[config.mk]
export PLATFORM = sky130hd
export DESIGN_NAME = sm_issue_budget_scheduler
export DESIGN_NICKNAME = d
export VERILOG_FILES = /design/src/rtl/sm_issue_budget_scheduler.sv
export SDC_FILE = /design/constraint.sdc
export NUM_CORES = 1
export LEC_CHECK = 0
export CELL_PAD_IN_SITES_DETAIL_PLACEMENT = 0
export CELL_PAD_IN_SITES_GLOBAL_PLACEMENT = 2
export CORE_ASPECT_RATIO = 1.75
export CORE_UTILIZATION = 25
export DETAILED_ROUTE_END_ITERATION = 10
export GPL_ROUTABILITY_DRIVEN = 0
export MAX_ROUTING_LAYER = met4
export PLACE_DENSITY_LB_ADDON = 0.2
export SKIP_LAST_GASP = 1
export SYNTH_ARGS = -nofsm -noshare
export SYNTH_HDL_FRONTEND = slang
export SYNTH_SLANG_ARGS = --single-unit
export TNS_END_PERCENT = 1
[constraint.sdc]
create_clock -name clk_sm -period 18.2 [get_ports clk_sm]
set_input_delay 3.64 -clock clk_sm [delete_from_list [all_inputs] [get_ports clk_sm]]
set_output_delay 3.64 -clock clk_sm [all_outputs]
set_load 0.05 [all_outputs]
[src/rtl/sm_issue_budget_scheduler.sv]
// sm_issue_budget_scheduler: per-epoch issue budget shared round-robin across SMs.
// Optional macro SM_BUDGET_CARRY_EN carries leftover budget into the next refill.
module sm_issue_budget_scheduler #(
   parameter int NUM_SM       = 4,
   parameter int CNT_W        = 5,
   parameter int VOLT_W       = 8,
   parameter int BUD_W        = 12,
   parameter int EPOCH_LEN    = 64,
   parameter int BUDGET_SHIFT = 2,
   parameter int MAX_BUDGET   = 4095
) (
   input  logic                    clk_sm,
   input  logic                    rst_sm_n,
   input  logic                    enable,
   input  logic [VOLT_W-1:0]       sm_voltage,
   input  logic [NUM_SM-1:0]       sm_req_valid,
   input  logic [NUM_SM*CNT_W-1:0] sm_req_count,
   output logic [NUM_SM-1:0]       sm_grant,
   output logic [NUM_SM*CNT_W-1:0] sm_grant_count,
   output logic [BUD_W-1:0]        budget_remaining,
   output logic                    epoch_start,
   output logic                    throttled
);
   localparam int IDX_W = (NUM_SM > 1) ? $clog2(NUM_SM) : 1;
   localparam int EC_W  = (EPOCH_LEN > 1) ? $clog2(EPOCH_LEN) : 1;
   localparam int AW    = BUD_W + CNT_W;
   localparam int RW    = BUD_W + VOLT_W + BUDGET_SHIFT + 1;

   typedef enum logic [1:0] {IDLE, REFILL, RUN} state_t;

   state_t                  state_q, state_d;
   logic [EC_W-1:0]         epoch_cnt_q, epoch_cnt_d;
   logic [IDX_W-1:0]        rr_ptr_q, rr_ptr_d;
   logic [BUD_W-1:0]        budget_q, budget_d;
   logic [NUM_SM-1:0]       grant_q, grant_d;
   logic [NUM_SM*CNT_W-1:0] gcount_q, gcount_d;
   logic                    epoch_start_q, epoch_start_d;
   logic                    throttled_q, throttled_d;

   logic [CNT_W-1:0] req_arr [NUM_SM];
   logic [CNT_W-1:0] gcnt_arr [NUM_SM];

   for (genvar i = 0; i < NUM_SM; i++) begin : g_unpack
      assign req_arr[i] = sm_req_count[i*CNT_W +: CNT_W];
   end

   logic [AW-1:0]      avail, req, g, gsum;
   logic [IDX_W:0]     idx;
   logic [IDX_W-1:0]   sel, first_idx, rr_next;
   logic [NUM_SM-1:0]  gbits;
   logic [NUM_SM*CNT_W-1:0] gpacked;
   logic               thr, found;
   logic [BUD_W-1:0]   rem;

   // Round-robin scan from rr_ptr, each active SM takes what is left
   always_comb begin
      avail     = AW'(budget_q);
      gsum      = '0;
      gbits     = '0;
      thr       = 1'b0;
      found     = 1'b0;
      first_idx = rr_ptr_q;
      idx       = '0;
      sel       = '0;
      req       = '0;
      g         = '0;
      for (int k = 0; k < NUM_SM; k++) begin
         gcnt_arr[k] = '0;
      end
      for (int k = 0; k < NUM_SM; k++) begin
         idx = {1'b0, rr_ptr_q} + (IDX_W+1)'(k);
         if (idx >= (IDX_W+1)'(NUM_SM)) begin
            idx = idx - (IDX_W+1)'(NUM_SM);
         end
         sel = idx[IDX_W-1:0];
         req = AW'(req_arr[sel]);
         if (sm_req_valid[sel] && req != '0) begin
            g     = (req < avail) ? req : avail;
            avail = avail - g;
            gsum  = gsum + g;
            if (g < req) begin
               thr = 1'b1;
            end
            if (g != '0 && !found) begin
               found     = 1'b1;
               first_idx = sel;
            end
         end else begin
            g = '0;
         end
         gcnt_arr[sel] = g[CNT_W-1:0];
         gbits[sel]    = (g != '0);
      end
      rem = (gsum > AW'(budget_q)) ? '0 : BUD_W'(AW'(budget_q) - gsum);
      rr_next = (first_idx == IDX_W'(NUM_SM-1)) ? '0 : first_idx + 1'b1;
   end

   always_comb begin
      gpacked = '0;
      for (int k = 0; k < NUM_SM; k++) begin
         gpacked[k*CNT_W +: CNT_W] = gcnt_arr[k];
      end
   end

   logic [RW-1:0]    refill_sum;
   logic [BUD_W-1:0] refill_val;

   always_comb begin
      refill_sum = RW'(sm_voltage) << BUDGET_SHIFT;
`ifdef SM_BUDGET_CARRY_EN
      refill_sum = refill_sum + RW'(budget_q);
`endif
      refill_val = (refill_sum > RW'(MAX_BUDGET)) ?
                   BUD_W'(MAX_BUDGET) : refill_sum[BUD_W-1:0];
   end

   // The edge entering REFILL also clears grants, so REFILL shows none
   always_comb begin
      state_d       = state_q;
      epoch_cnt_d   = epoch_cnt_q;
      rr_ptr_d      = rr_ptr_q;
      budget_d      = budget_q;
      grant_d       = '0;
      gcount_d      = '0;
      throttled_d   = 1'b0;
      epoch_start_d = 1'b0;
      if (!enable) begin
         state_d     = IDLE;
         epoch_cnt_d = '0;
         budget_d    = '0;
      end else begin
         unique case (state_q)
            IDLE: begin
               state_d       = REFILL;
               epoch_cnt_d   = '0;
               epoch_start_d = 1'b1;
            end
            REFILL: begin
               state_d     = RUN;
               epoch_cnt_d = epoch_cnt_q + 1'b1;
               budget_d    = refill_val;
            end
            RUN: begin
               if (epoch_cnt_q == EC_W'(EPOCH_LEN-1)) begin
                  state_d       = REFILL;
                  epoch_cnt_d   = '0;
                  epoch_start_d = 1'b1;
               end else begin
                  epoch_cnt_d = epoch_cnt_q + 1'b1;
                  budget_d    = rem;
                  grant_d     = gbits;
                  gcount_d    = gpacked;
                  throttled_d = thr;
                  if (found) begin
                     rr_ptr_d = rr_next;
                  end
               end
            end
            default: state_d = IDLE;
         endcase
      end
   end

   always_ff @(posedge clk_sm or negedge rst_sm_n) begin
      if (!rst_sm_n) begin
         state_q       <= IDLE;
         epoch_cnt_q   <= '0;
         rr_ptr_q      <= '0;
         budget_q      <= '0;
         grant_q       <= '0;
         gcount_q      <= '0;
         epoch_start_q <= 1'b0;
         throttled_q   <= 1'b0;
      end else begin
         state_q       <= state_d;
         epoch_cnt_q   <= epoch_cnt_d;
         rr_ptr_q      <= rr_ptr_d;
         budget_q      <= budget_d;
         grant_q       <= grant_d;
         gcount_q      <= gcount_d;
         epoch_start_q <= epoch_start_d;
         throttled_q   <= throttled_d;
      end
   end

   assign sm_grant         = grant_q;
   assign sm_grant_count   = gcount_q;
   assign budget_remaining = budget_q;
   assign epoch_start      = epoch_start_q;
   assign throttled        = throttled_q;

endmodule

==> impl_metrics.env, run 1 <==
export IMPL_postRouteAntennaNets=0
export IMPL_r2r_setup_slack_ns=3.65
export IMPL_core_area_um2=35900
export IMPL_relSlewSlack_pct=27.7
export IMPL_ys_warn_count=0
export IMPL_crit_cells=68
export IMPL_antenna_found_initial=0
export IMPL_io_pins=73
export IMPL_critPathCaptureType="register"
export IMPL_cts_root_buf="clkbuf_16"
export IMPL_syn2layout_area_growth_pct=24.3
export IMPL_synth_seq_cells=48
export IMPL_slowest_delay_ns=0.53
export IMPL_io_buffers=72
export IMPL_synth_top_area_share_pct=16.8
export IMPL_via_count=9044
export IMPL_drtIter0Drc=468
export IMPL_tightestPinTransition_ns=1.08
export IMPL_placed_area_um2=10900
export IMPL_grt_pass1_wl_um=55100
export IMPL_r2r_end="budget_remaining[11]"
export IMPL_min_to="epoch_cnt_q[5]"
export IMPL_ctsHoldBuffers=0
export IMPL_postLayoutSetupSlackWorst_ns=0.849
export IMPL_synth_cell_type_count=91
export IMPL_totalWireLength_um=36700
export IMPL_clock_path_buffers=2
export IMPL_numCtsBuffers=5
export IMPL_dr_pass1_iters=5
export IMPL_maxCapViolCount=0
export IMPL_die_area_um2=37100
export IMPL_async_reset_ff_share_pct=100
export IMPL_cts_max_level=2
export IMPL_grtUsageTotal_pct=20.4
export IMPL_synth_most_common_cell="ha_1"
export IMPL_path_class="input port to register"
export IMPL_r2r_start="rr_ptr_q[1]"
export IMPL_synth_area_um2=9070
export IMPL_skew_ns=0.0109
export IMPL_min_from="epoch_cnt_q[5]"
export IMPL_rows=92
export IMPL_wl_per_cell_um=20.7
export IMPL_ys_top_cells_by_count="122 x ha_1, 104 x nand2_1, 97 x inv_1"
export IMPL_drc=0
export IMPL_worstPathMaxFanout=12
export IMPL_finalCriticalPeriod_ns=17.35
export IMPL_critPathArrivalTime_ns=17.57
export IMPL_path_buf_inv=10
export IMPL_holdWs_ns=0.485
export IMPL_final_nets=1466
export IMPL_synth_area_leaders="ha_1 17%, dfrtp_1 13%, mux4_2 5.2%"
export IMPL_reg2reg_depth=68
export IMPL_hpwlAfterDp_um=30700
export IMPL_path_clk_slew_ns=0.08
export IMPL_status="completed"
export IMPL_clkLatencyLatePin_ns=0.32
export IMPL_via_per_inst=5.10
export IMPL_synth_edff_count=0
export IMPL_cts_tree="yes"
export IMPL_final_area_um2=11300
export IMPL_clock_sinks=48
export IMPL_antenna_cells=0
export IMPL_period_share_pct=95.3
export IMPL_die_height_um=254
export IMPL_nFillCells=3946
export IMPL_finalSetupViolCount=0
export IMPL_synth_area_leader_cell="ha_1"
export IMPL_synth_cells=1138
export IMPL_grt_busiest_layer="met2"
export IMPL_min_path_cells=1
export IMPL_synth_avg_cell_area_um2=7.97
export IMPL_start_util_pct=25.3
export IMPL_required_ns=18.42
export IMPL_slew_viol_final=0
export IMPL_gr_usage_met3_pct=1.06
export IMPL_fp_dieW_um=146
export IMPL_hold_violations=0
export IMPL_final_layout_size_suffix_gt1_share_pct=16.0
export IMPL_crit_top_cell="ha_1"
export IMPL_gr_usage_met2_pct=41.2
export IMPL_gr_usage_met1_pct=19.6
export IMPL_slowest_stage="mux4_2"
export IMPL_grt_overflow_total=0
export IMPL_critPathTopFamily="compound AO/OA/AOI/OAI gates"
export IMPL_cp_start_kind="input port"
export IMPL_yosysSeqAreaShare_pct=13.2
export IMPL_fmax_ghz=0.0576
export IMPL_grt_pass1_vias=9280
export IMPL_grt_start_max_net_pins=49
export IMPL_synth_ff_type="dfrtp_1"
export IMPL_dp_slack_ns=-1.11
export IMPL_hold_class="register to register"
## state kept, by name, indices dropped and copies added (netlist names)
name and flops:
state_q 2, epoch_cnt_q 6, budget_remaining 12, throttled 1, rr_ptr_q 2, sm_grant 4
sm_grant_count 20, epoch_start 1
## placed cells by master (no fill, tap or decap), types with 38 or more instances in the layout
master and count:
ha_1 121, nand2_1 103, inv_1 96, buf_4 94, nor2_1 89, clkdlybuf4s50_1 71, a21oi_1 61, o21ai_0 59
dfrtp_1 47, conb_1 38
## stage by stage
stage / std cells / utilization (%) / TNS [ns]
6_report: 1773 / 31.4 / 0
4_1_cts: 1767 / 31.0 / 0
2_1_floorplan: 1175 / - / 0
5_1_grt: 1773 / 31.4 / -0.0850
3_5_place_dp: 1757 / 30.4 / -12.92
3_3_place_gp: 1757 / 30.4 / -11.58
## repair_timing
action                     CTS  global route
setup endpoints to repair   12            12
pin swaps                    3            10
setup buffers                2             5
gates resized for setup     14            31
cloned                       0             1
## worst max path at each step
stage                                start                   end  slack, ns
after floorplan           sm_req_count[19]   budget_remaining[4]       1.15
after global placement     sm_req_count[9]   budget_remaining[7]      -0.98
after detailed placement  sm_req_count[19]  budget_remaining[11]      -1.11
after CTS                 sm_req_count[19]  budget_remaining[11]       0.08
after global routing      sm_req_count[19]   budget_remaining[8]      -0.03
final                      sm_req_count[4]  budget_remaining[11]       0.85
## final cells by class
class                      count  area, um^2  area share, %
sequential                    48        1200           10.7
tap                          470         588           5.21
multi-input combinational    982        7530           66.8
clock buffer                   6         139           1.23
timing repair buffer         167        1430           12.7
clock inverter                 2        13.8          0.122
inverter                      98         368           3.26
## logic make-up after synthesis
| family | share of synthesized area, % |
|---|---|
| DFF | 13.2 |
| AOI/OAI and AO/OA | 26.8 |
| buffers and inverters | 6.73 |
| xor gates and xnor gates | 5.21 |
| muxes | 10.2 |
| other | 0.0413 |
| adders and majority gates | 18.4 |
| and+or+nand+nor | 19.4 |
## metal layers
metal  wire, um  up-vias
li1           -     4481
met1      13300     4326
met2      21000      182
met3        679       55
met4       1710        0
met5          0        -
## worst register-to-register path, delay by kind of cell, from the launching register on
kind	cells	cell delay [ns]
DFF	1	0.66
and+or+nand+nor	19	3.47
xor gates and xnor gates	1	0.16
adders and majority gates	10	3.06
buffers and inverters	10	1.55
AOI/OAI and AO/OA	24	4.15
muxes	4	1.42
Power of run 1 is left out: the tool's default activity adds up to more than one toggle a clock period on the data nets, which glitch-free logic cannot reach.
==> inputs of run 2 (changes only) <==
--- a/config.mk
+++ b/config.mk
@@ -8,13 +8,13 @@
 export CELL_PAD_IN_SITES_DETAIL_PLACEMENT = 0
 export CELL_PAD_IN_SITES_GLOBAL_PLACEMENT = 2
 export CORE_ASPECT_RATIO = 1.75
-export CORE_UTILIZATION = 25
+export CORE_UTILIZATION = 37
 export DETAILED_ROUTE_END_ITERATION = 10
 export GPL_ROUTABILITY_DRIVEN = 0
+export HOLD_SLACK_MARGIN = 0.02
 export MAX_ROUTING_LAYER = met4
 export PLACE_DENSITY_LB_ADDON = 0.2
 export SKIP_LAST_GASP = 1
 export SYNTH_ARGS = -nofsm -noshare
 export SYNTH_HDL_FRONTEND = slang
 export SYNTH_SLANG_ARGS = --single-unit
-export TNS_END_PERCENT = 1
==> run 2 against run 1 <==
Against the previous run: cell count fell by 12%; final area decreased by 4.5%; first-iteration DRC count up 21%; clock-buffer cell count is 1 lower; clock skew barely moved; sequential share of layout area increased by 0.50 points; register-to-register slack lost 0.04 ns; critical path depth down 5; largest cell class unchanged; highest routed layer unchanged.
==> impl_metrics.env, run 2 (synthesis gave the netlist of run 1 again) <==
export IMPL_clock_sinks=48
export IMPL_r2r_end="budget_remaining[6]"
export IMPL_drc=0
export IMPL_wl_per_cell_um=20.9
export IMPL_relSlewSlack_pct=33.0
export IMPL_hold_violations=0
export IMPL_path_class="input port to register"
export IMPL_cp_start_kind="input port"
export IMPL_nFillCells=2537
export IMPL_reg2reg_depth=63
export IMPL_fp_dieW_um=120
export IMPL_rows=75
export IMPL_r2r_start="rr_ptr_q[0]"
export IMPL_io_buffers=72
export IMPL_period_share_pct=96.2
export IMPL_die_height_um=209
export IMPL_fmax_ghz=0.0571
export IMPL_finalSetupViolCount=0
export IMPL_totalWireLength_um=32700
export IMPL_critPathCaptureType="register"
export IMPL_path_clk_slew_ns=0.07
export IMPL_path_buf_inv=7
export IMPL_grt_pass1_vias=9012
export IMPL_via_count=9070
export IMPL_status="completed"
export IMPL_maxCapViolCount=0
export IMPL_grt_start_max_net_pins=49
export IMPL_antenna_cells=0
export IMPL_slowest_stage="mux4_2"
export IMPL_syn2layout_area_growth_pct=18.7
export IMPL_die_area_um2=25200
export IMPL_critPathArrivalTime_ns=17.70
export IMPL_layout_common_cells="121 x ha_1, 104 x nand2_1, 97 x inv_1"
export IMPL_layout_commonest_cell="ha_1"
export IMPL_r2r_setup_slack_ns=3.61
export IMPL_tightestPinTransition_ns=1.00
export IMPL_drtIter0Drc=566
export IMPL_clock_path_buffers=2
export IMPL_hpwlAfterDp_um=26900
export IMPL_hold_class="register to register"
export IMPL_critPathTopFamily="compound AO/OA/AOI/OAI gates"
export IMPL_skew_ns=0.0110
export IMPL_holdWs_ns=0.478
export IMPL_cts_tree="yes"
export IMPL_grtUsageTotal_pct=26.9
export IMPL_grt_pass1_wl_um=50300
export IMPL_grt_overflow_total=0
export IMPL_cts_root_buf="clkbuf_16"
export IMPL_min_to="epoch_cnt_q[5]"
export IMPL_required_ns=18.39
export IMPL_min_path_cells=1
export IMPL_final_layout_size_suffix_gt1_share_pct=12.7
export IMPL_dr_pass1_iters=5
export IMPL_finalCriticalPeriod_ns=17.51
export IMPL_postRouteAntennaNets=0
export IMPL_antenna_found_initial=0
export IMPL_worstPathMaxFanout=12
export IMPL_ctsHoldBuffers=0
export IMPL_min_from="epoch_cnt_q[5]"
export IMPL_start_util_pct=37.8
export IMPL_core_area_um2=24000
export IMPL_io_pins=73
export IMPL_clkLatencyLatePin_ns=0.30
export IMPL_via_per_inst=5.81
export IMPL_cts_max_level=2
export IMPL_largest_reg_flops=20
export IMPL_numCtsBuffers=5
export IMPL_slew_viol_final=0
export IMPL_slowest_delay_ns=0.56
export IMPL_final_nets=1417
==> run 2: how the worst max path moves through the flow <==
| stage | startpoint | to | slack, ns | depth (start not counted) |
|---|---|---|---|---|
| finish | sm_req_count[4] | budget_remaining[6] | 0.69 | 63 |
| CTS | sm_req_count[4] | budget_remaining[11] | 0.04 | 65 |
| floorplan | sm_req_count[19] | budget_remaining[4] | 1.15 | 66 |
| detailed placement | sm_req_count[4] | budget_remaining[6] | -0.24 | 65 |
| global placement | sm_req_count[16] | budget_remaining[0] | -0.12 | 63 |
| global route | sm_req_count[19] | budget_remaining[6] | -0.07 | 66 |
==> run 2: per-stage QoR <==
step / area (um^2) / worst slack (ns) / std cells / setup TNS [ns] / util (%)
floorplan: 9210 / 1.15 / 1175 / 0 / -
global placement: 10400 / -0.123 / 1551 / -1.04 / 43.3
detailed placement: 10400 / -0.239 / 1551 / -2.36 / 43.3
CTS: 10600 / 0.0432 / 1559 / 0 / 44.1
global route: 10800 / -0.0698 / 1562 / -0.617 / 44.8
finish: 10800 / 0.692 / 1562 / 0 / 44.8
==> run 2: final cells by class <==
cell class	instances	area, um^2	area share [%]
multi-input combinational	982	7560	70.2
sequential	48	1200	11.2
timing repair buffer	118	1060	9.85
tap	308	385	3.58
inverter	98	368	3.42
clock buffer	5	125	1.16
clock inverter	3	68.8	0.639
==> run 2: repair_timing <==
item / 4_1_cts / 5_1_grt
buffers inserted: 0 / 3
hold endpoints to repair: 0 / 0
endpoints found under the setup margin: 4 / 12
gates resized for setup: 1 / 40
pin swaps: 0 / 7
==> run 2: worst register-to-register path, delay by kind of cell (launching register included) <==
family	cells	cell delay [ns]
AOI/OAI and AO/OA	28	5.63
xor gates and xnor gates	1	0.16
adders and majority gates	8	2.57
buffers and inverters	8	1.41
DFF	1	0.34
muxes	3	1.34
and+or+nand+nor	15	3.06
==> run 2: per-layer routing <==
metal  routed length, um  part of all wire, %  global-route usage, %
met1               12700                   39                   29.2
met4                1480                  4.5                   11.2
met2               17400                   53                   49.4
met3                1110                  3.4                   2.37
met5                   0                    0                      -
Power of run 2 is left out for the same reason.
==> inputs of run 3 (changes only) <==
--- a/config.mk
+++ b/config.mk
@@ -11,10 +11,9 @@
 export CORE_UTILIZATION = 37
 export DETAILED_ROUTE_END_ITERATION = 10
 export GPL_ROUTABILITY_DRIVEN = 0
-export HOLD_SLACK_MARGIN = 0.02
+export HOLD_SLACK_MARGIN = 0.1
 export MAX_ROUTING_LAYER = met4
 export PLACE_DENSITY_LB_ADDON = 0.2
-export SKIP_LAST_GASP = 1
 export SYNTH_ARGS = -nofsm -noshare
 export SYNTH_HDL_FRONTEND = slang
 export SYNTH_SLANG_ARGS = --single-unit
==> results of run 3 <==
The final DEF is identical to that of run 2; final timing and power are the same.
Power of run 3 is left out for the same reason.
